## config.mk

```make
export PLATFORM = sky130hd
export DESIGN_NAME = game_state_ctrl
export DESIGN_NICKNAME = d
export VERILOG_FILES = /design/src/rtl/game_state_ctrl.sv
export SDC_FILE = /design/constraint.sdc
export NUM_CORES = 1
export LEC_CHECK = 0
export CORE_ASPECT_RATIO = 0.5
export CORE_MARGIN = 2
export CORE_UTILIZATION = 47
export DETAILED_ROUTE_END_ITERATION = 10
export GPL_TIMING_DRIVEN = 0
export PLACE_DENSITY = 0.74
export SYNTH_ARGS = -nofsm -noshare
export SYNTH_HDL_FRONTEND = slang
export SYNTH_SLANG_ARGS = --single-unit
```

## constraint.sdc

```tcl
create_clock -name clk_in -period 2.7 [get_ports clk_in]
set_input_delay 0.27 -clock clk_in [delete_from_list [all_inputs] [get_ports clk_in]]
set_output_delay 0.27 -clock clk_in [all_outputs]
set_load 0.01 [all_outputs]
```

## src/rtl/game_state_ctrl.sv

```systemverilog
// rtl/game_state_ctrl.sv - game flow, health, score/combo and prescaled game clock
// Optional high-score register enabled by GAME_STATE_HIGH_SCORE_EN.
module game_state_ctrl #(
  parameter int TICK_DIV     = 650000,
  parameter int GAME_LEN     = 6000,
  parameter int TIME_W       = 18,
  parameter int SCORE_W      = 12,
  parameter int HEALTH_MAX   = 8,
  parameter int COMBO_MAX    = 4,
  parameter int SLICE_POINTS = 1
) (
  input  logic                              clk_in,
  input  logic                              rst_n_in,
  input  logic                              start_in,
  input  logic                              block_sliced,
  input  logic                              block_missed,
  input  logic                              player_hit_by_obstacle,
  output logic [1:0]                        state,
  output logic [$clog2(HEALTH_MAX+1)-1:0]   health_out,
  output logic [SCORE_W-1:0]                score_out,
  output logic [$clog2(COMBO_MAX+1)-1:0]    combo_out,
  output logic [TIME_W-1:0]                 curr_time,
  output logic [TIME_W-1:0]                 max_time,
  output logic                              tick_out
`ifdef GAME_STATE_HIGH_SCORE_EN
  ,output logic [SCORE_W-1:0]               high_score_out
`endif
);

  localparam int HW   = $clog2(HEALTH_MAX + 1);
  localparam int HW1  = HW + 1;
  localparam int CW   = $clog2(COMBO_MAX + 1);
  localparam int PW   = $clog2(TICK_DIV);
  localparam int SUMW = SCORE_W + CW + 32;
  localparam logic [SCORE_W-1:0] SCORE_MAX = '1;

  typedef enum logic [1:0] {
    S_MENU    = 2'd0,
    S_PLAYING = 2'd1,
    S_WON     = 2'd2,
    S_LOST    = 2'd3
  } state_t;

  state_t              state_q, state_d;
  logic [HW-1:0]       health_q, health_d;
  logic [SCORE_W-1:0]  score_q, score_d;
  logic [CW-1:0]       combo_q, combo_d;
  logic [TIME_W-1:0]   time_q, time_d;
  logic [PW-1:0]       presc_q, presc_d;
  logic                tick_q, tick_d;
`ifdef GAME_STATE_HIGH_SCORE_EN
  logic [SCORE_W-1:0]  high_q, high_d;
`endif

  logic                tick;
  logic [SUMW-1:0]     sum;
  logic [1:0]          loss;

  assign tick = (presc_q == PW'(TICK_DIV - 1));
  // Slice value uses the combo held before this edge's update.
  assign sum  = SUMW'(score_q) + SUMW'(combo_q) * SUMW'(SLICE_POINTS);
  assign loss = {1'b0, block_missed} + {1'b0, player_hit_by_obstacle};

  always_ff @(posedge clk_in or negedge rst_n_in) begin
    if (!rst_n_in) begin
      state_q  <= S_MENU;
      health_q <= HW'(HEALTH_MAX);
      score_q  <= '0;
      combo_q  <= CW'(1);
      time_q   <= '0;
      presc_q  <= '0;
      tick_q   <= 1'b0;
`ifdef GAME_STATE_HIGH_SCORE_EN
      high_q   <= '0;
`endif
    end else begin
      state_q  <= state_d;
      health_q <= health_d;
      score_q  <= score_d;
      combo_q  <= combo_d;
      time_q   <= time_d;
      presc_q  <= presc_d;
      tick_q   <= tick_d;
`ifdef GAME_STATE_HIGH_SCORE_EN
      high_q   <= high_d;
`endif
    end
  end

  always_comb begin
    state_d  = state_q;
    health_d = health_q;
    score_d  = score_q;
    combo_d  = combo_q;
    time_d   = time_q;
    presc_d  = presc_q;
    tick_d   = 1'b0;
    case (state_q)
      S_MENU: begin
        if (start_in) begin
          state_d  = S_PLAYING;
          health_d = HW'(HEALTH_MAX);
          score_d  = '0;
          combo_d  = CW'(1);
          time_d   = '0;
          presc_d  = '0;
        end
      end
      S_PLAYING: begin
        tick_d  = tick;
        presc_d = tick ? '0 : presc_q + 1'b1;
        if (tick) time_d = time_q + 1'b1;
        if (block_sliced) begin
          score_d = (sum > SUMW'(SCORE_MAX)) ? SCORE_MAX : sum[SCORE_W-1:0];
          combo_d = (combo_q >= CW'(COMBO_MAX)) ? CW'(COMBO_MAX) : combo_q + 1'b1;
        end
        if (loss != 2'd0) begin
          health_d = (HW1'(health_q) > HW1'(loss)) ? health_q - HW'(loss) : '0;
          combo_d  = CW'(1);
        end
        // Running out of health takes priority over the final tick.
        if (health_d == '0) state_d = S_LOST;
        else if (tick && time_d == TIME_W'(GAME_LEN)) state_d = S_WON;
      end
      default: begin
        if (start_in) begin
          state_d  = S_MENU;
          health_d = HW'(HEALTH_MAX);
          score_d  = '0;
          combo_d  = CW'(1);
          time_d   = '0;
          presc_d  = '0;
        end
      end
    endcase
  end

`ifdef GAME_STATE_HIGH_SCORE_EN
  always_comb begin
    high_d = high_q;
    if (state_q == S_PLAYING && state_d != S_PLAYING && score_d > high_q)
      high_d = score_d;
  end
  assign high_score_out = high_q;
`endif

  assign state      = state_q;
  assign health_out = health_q;
  assign score_out  = score_q;
  assign combo_out  = combo_q;
  assign curr_time  = time_q;
  assign max_time   = TIME_W'(GAME_LEN);
  assign tick_out   = tick_q;

endmodule
```

; Yosys cells after proc, flatten, opt, wreduce, memory -nomap -nowiden
; Index checks and enable logic that the tools add are counted.
[classes]
muxes = 27
n_addsub = 6
magnitude_cmp = 3
reduce_logical = 8
n_eq_ne = 7
[op_table]
columns = operator, n
row1 = $mux W18, 4
row2 = $mux W20, 3
row3 = $mux W12, 4
row4 = $add A20 B1 Y20 const B, 1
row5 = $eq A20 B20 Y1 const B, 1
row6 = $mux W4, 5
row7 = $add A18 B1 Y18 const B, 1
row8 = $eq A18 B13 Y1 const B, 1
row9 = $mux W3, 5
row10 = $add A12 B3 Y13, 1
row11 = $gt A13 B12 Y1 const B, 1
row12 = $mux W2, 4
row13 = $ne A3 B3 Y1 const B, 2
row14 = $gt A4 B2 Y1, 1
row15 = $logic_not A4 Y1, 1
row16 = $ne A2 B2 Y1 const B, 2
row17 = $pmux W2 S2, 1
row18 = $reduce_and A2 Y1, 2
row19 = $reduce_bool A2 Y1, 2
row20 = $sub A4 B2 Y4, 1
row21 = $add A3 B1 Y3 const B, 1
row22 = $ge A3 B3 Y1 const B, 1
row23 = $reduce_and A3 Y1, 1
row24 = $add A1 B1 Y2, 1
row25 = 4 further kinds, 4
[word_totals]
input_bits = 6
ff_bits = 60
output_inout_bits = 58
word_cells = 58

; Logic depth before layout (Yosys ltp)
[logic_depth]
depth_word = 8
ltp_mapped = 12
depth_no_buf = 12

; Least setup slack after synthesis
; Ideal clock, no wire load.
[synth_timing]
path_type = register to register
startpoint = reg presc_q[6]
endpoint = reg state_q[0], in the netlist state[0]
setup_time_ns = 0.127
arrival_ns = 2.368
n_path_buf = 0
slack_ns = 0.205
synth_period_minus_slack_ns = 2.495
required_ns = 2.573
stages_incl_launch_ff = 8
path_cell_list = dfrtp_1 > or3b_1 > or4_4 > or4_4 > nor3_2 > nand4_1 > and4bb_1 > a21oi_1
[synth_between]
elab_chain_len = 7
[synth_rtl]
columns = item, line
row1 = start: declaration, 49  ; logic [PW-1:0] presc_q, presc_d;
row2 = start signal: assignment, 82  ; presc_q <= presc_d;
row3 = $eq A20 B20 Y1 (*), 59  ; assign tick = (presc_q == PW'(TICK_DIV - 1));
row4 = $mux W18, 112  ; if (tick) time_d = time_q + 1'b1;
row5 = $mux W18, 98  ; case (state_q)
row6 = $eq A18 B13 Y1, 123  ; else if (tick && time_d == TIME_W'(GAME_LEN)) state_d = S_WON;
row7 = $logic_and A1 B1 Y1 (*), 123
row8 = $ne A3 B3 Y1 (no line) (*), n/a
row9 = $reduce_and A3 Y1 (no line) (*), n/a
row10 = end signal: assignment, 77  ; state_q <= state_d;
row11 = end: declaration, 44  ; state_t state_q, state_d;
; Mark *: on every way between the ends. The rest lies on a longest branch, timed or not. The select of a mux whose other input is x is not followed.
; A chain may end at the register's enable or synchronous reset.

; Final worst setup path
; Same ends and word-level chain as after synthesis.

==> results by group <==
Die
  • Die height: 67.7 µm
  • Core area: 0.00794 mm²
  • Initial Util: 48.0%
  • FP Rows: 23
  • Die X: 131 µm
  • # IOs: 64
  • Die Area: 0.00889 mm²

Power
  • Combinational power share: 34.2%
  • Pwr/cell area: 727 mW/mm²
  • Flop pwr share: 31.4%
  • Sw Share: 35.3%
  • Pint: 0.00231 W
  • Clock network power share: 34.4%
  • Leakage: 2.08 nW
  • Peak supply drop: 432 µV
  • Switching power: 0.00126 W

Route
  • DRC: 0
  • Vias: 3,670
  • Vias per cell: 5.62
  • Routed len/inst: 15.3 µm
  • DR iter-0 viols: 259
  • Iteration count of the initial detailed-routing pass: 5
  • Wirelength, routed: 9980 µm
  • Post-route ant nets: 0

Flow run
  • Max-cap violations: 0

Final layout
  • Final layout net count: 555
  • Synth-to-layout area growth: 29.0%
  • Commonest non-fill, non-tap cell in the layout: nand2_1
  • Share of layout cells above drive strength 1: 12.2%
  • Ant. Diodes: 0
  • Most frequent cells in the layout: nand2_1 (64), o21ai_0 (60), dfrtp_1 (57)

GRT
  • GRT Residual Overflow: 0
  • GRT Overall Usage: 24.0%
  • First-pass GRT wire length: 16,600 µm
  • Largest net degree at the start of global routing: 38
  • Initial antenna violation count: 0
  • Vias in the first global route: 3,430

Yosys
  • EDFF count, synth: 0
  • Synth warn: 0
  • Mean Syn Cell Area: 8.39 µm²
  • Top FF cell, synth: dfrtp_1
  • Sequential area share after synthesis: 39.5%
  • Post-synthesis cell type count: 56
  • Cell count after synthesis: 454
  • Flop and latch count out of synthesis: 60
  • Post-synth ARST share: 100%
  • Post-synthesis cell area: 0.00381 mm²

CTS
  • CTS root buf: clkbuf_16
  • H-tree depth: 3
  • Clk sinks: 60
  • CTS Buffer Depth: 2
  • Worst-Skew Late Latency: 330 ps
  • CTS tree: done
  • Clock Pin Slew Worst Setup and Hold Paths: 50 ps
  • CTS buffer count: 9

Timing
  • Tmin final: 2680 ps
  • Final setup TNS: 0 ps
  • Final Hold Viols: 0
  • Final Worst Setup Slack: 15.4 ps
  • Max-slew headroom: 57.2%
  • RSZ-0062 raised after global routing: true
  • Setup Skew: 4.93 ps
  • Final setup fails: 0
  • Final worst-path cycle share: 99.4%
  • Max Clock Freq: 372 MHz
  • Worst-margin pin slew: 626 ps
  • Slew Viols, Final: 0

Place
  • GPL Wtd Cong: 0.918
  • Dpl hpwl: 6910 µm
  • Pre-CTS setup slack: -245 ps
  • Number of port buffers: 45

Setup path
  • R2r endpoint: state[0]
  • Worst r2r src: presc_q[6]
  • Worst-path fanout max: 6
  • R2r setup slk: 20 ps
  • CP Capture Type: flip-flop
  • Reg2Reg Depth: 7
  • Worst Path Arrival: 2890 ps
  • Crit path required time: 2900 ps
  • CP Class: flip-flop to flip-flop
  • Worst setup SP type: flip-flop

Status
  • Outcome: completed

Min path
  • Min-delay worst type: input port to asynchronous set/reset pin
==> cell usage after synthesis, drive strengths merged, types with 5 or more instances <==
cell    instances  area, µm²
a21oi          19       95.1
a31oi          11       68.8
and2            6       37.5
and3           15       93.8
buf            20        144
clkbuf         16       60.1
dfrtp          58       1450
ha             11        138
inv            12       45.0
nand2          65        244
nand2b          5       31.3
nand3          21        105
nand4          12       75.1
nor2           32        120
nor3           13       70.1
nor4            5       67.6
o21ai          60        300
o31ai          12       90.1
xnor2          10       87.6
==> state kept, by name (all words and copies together), names as in the netlist <==
signal	count
state	2
health_out	4
combo_out	3
curr_time	18
tick_out	1
score_out	12
presc_q	20
==> final cells by class <==
| type | count | area [µm²] |
|---|---|---|
| Sequential cell | 60 | 1510 |
| Inverter | 12 | 45.0 |
| Multi-Input combinational cell | 362 | 2160 |
| Clock buffer | 11 | 243 |
| Tap cell | 112 | 140 |
| Fill cell | 694 | 3030 |
| Clock inverter | 5 | 75.1 |
| Timing Repair Buffer | 55 | 536 |
| Buffer | 36 | 208 |
==> stage by stage <==
stage	cells	utilization (%)	area, µm²	hold slack, ps	total power [W]
2_1_floorplan	470	-	3870	-25.6	0.00188
3_3_place_gp	627	56.2	4460	517	0.00229
3_5_place_dp	628	56.4	4480	310	0.00232
4_1_cts	648	61.1	4850	499	0.00356
5_1_grt	653	61.9	4910	543	0.00379
6_report	653	61.9	4910	497	0.00357
==> worst max-delay path: stages (launching register included) <==
cell      delay, ps
dfrtp_1         400
or3b_4          440
or4_4           610
or4_4           480
nor3_2          130
nand4_1         120
and4bb_1        310
a21oi_1          80
==> metal layers <==
metal | GRT usage [%] | part of all wire, % | vias up
li1 | - | - | 1780
met1 | 29.5 | 46 | 1733
met2 | 41.1 | 45 | 138
met3 | 7.28 | 7.0 | 19
met4 | 8.83 | 2.0 | 0
met5 | 0 | 0 | -
==> what timing repair did <==
action | in CTS | in global routing
hold endpoints to repair | 23 | 0
setup endpoints to repair | 23 | 9
hold buffers | 1 | 0
pin swaps | 2 | 3
buffers inserted | 3 | 5
gates resized for setup | 5 | 8
==> how the worst max path moves through the flow <==
stage | start | endpoint | slack (ps) | cells past startpoint
after global placement | rst_n_in | score_out[10] | -580 | 1
after floorplan | presc_q[6] | state[0] | 200 | 7
final | presc_q[6] | state[0] | 20 | 7
after detailed placement | presc_q[5] | state[1] | -250 | 7
after global routing | presc_q[6] | state[0] | -40 | 7
after CTS | presc_q[6] | state[0] | 4 | 7
==> cells by family (layout without fill, tap and decap cells) <==
| kind of cell | count (synthesis) | in the layout | synth area share (%) |
|---|---|---|---|
| compound gates | 123 | 123 | 19.2 |
| xor+xnor | 13 | 13 | 2.99 |
| fa+ha+maj | 13 | 13 | 4.66 |
| buf+inv | 48 | 119 | 6.53 |
| flops | 60 | 60 | 39.5 |
| mux | 1 | 1 | 0.263 |
| other cells | 2 | 18 | 0.197 |
| simple gates | 194 | 194 | 26.7 |
==> power groups by stage <==
stage / Sequential, W / Combinational [W] / Clock [W]
3_5_place_dp: 0.00113 / 0.00118 / 0
6_report: 0.00112 / 0.00122 / 0.00123
4_1_cts: 0.00112 / 0.00119 / 0.00124
2_1_floorplan: 0.00114 / 0.000734 / 0
3_3_place_gp: 0.00113 / 0.00115 / 0
5_1_grt: 0.00114 / 0.00135 / 0.00129
(Power assumes the default switching activity.)
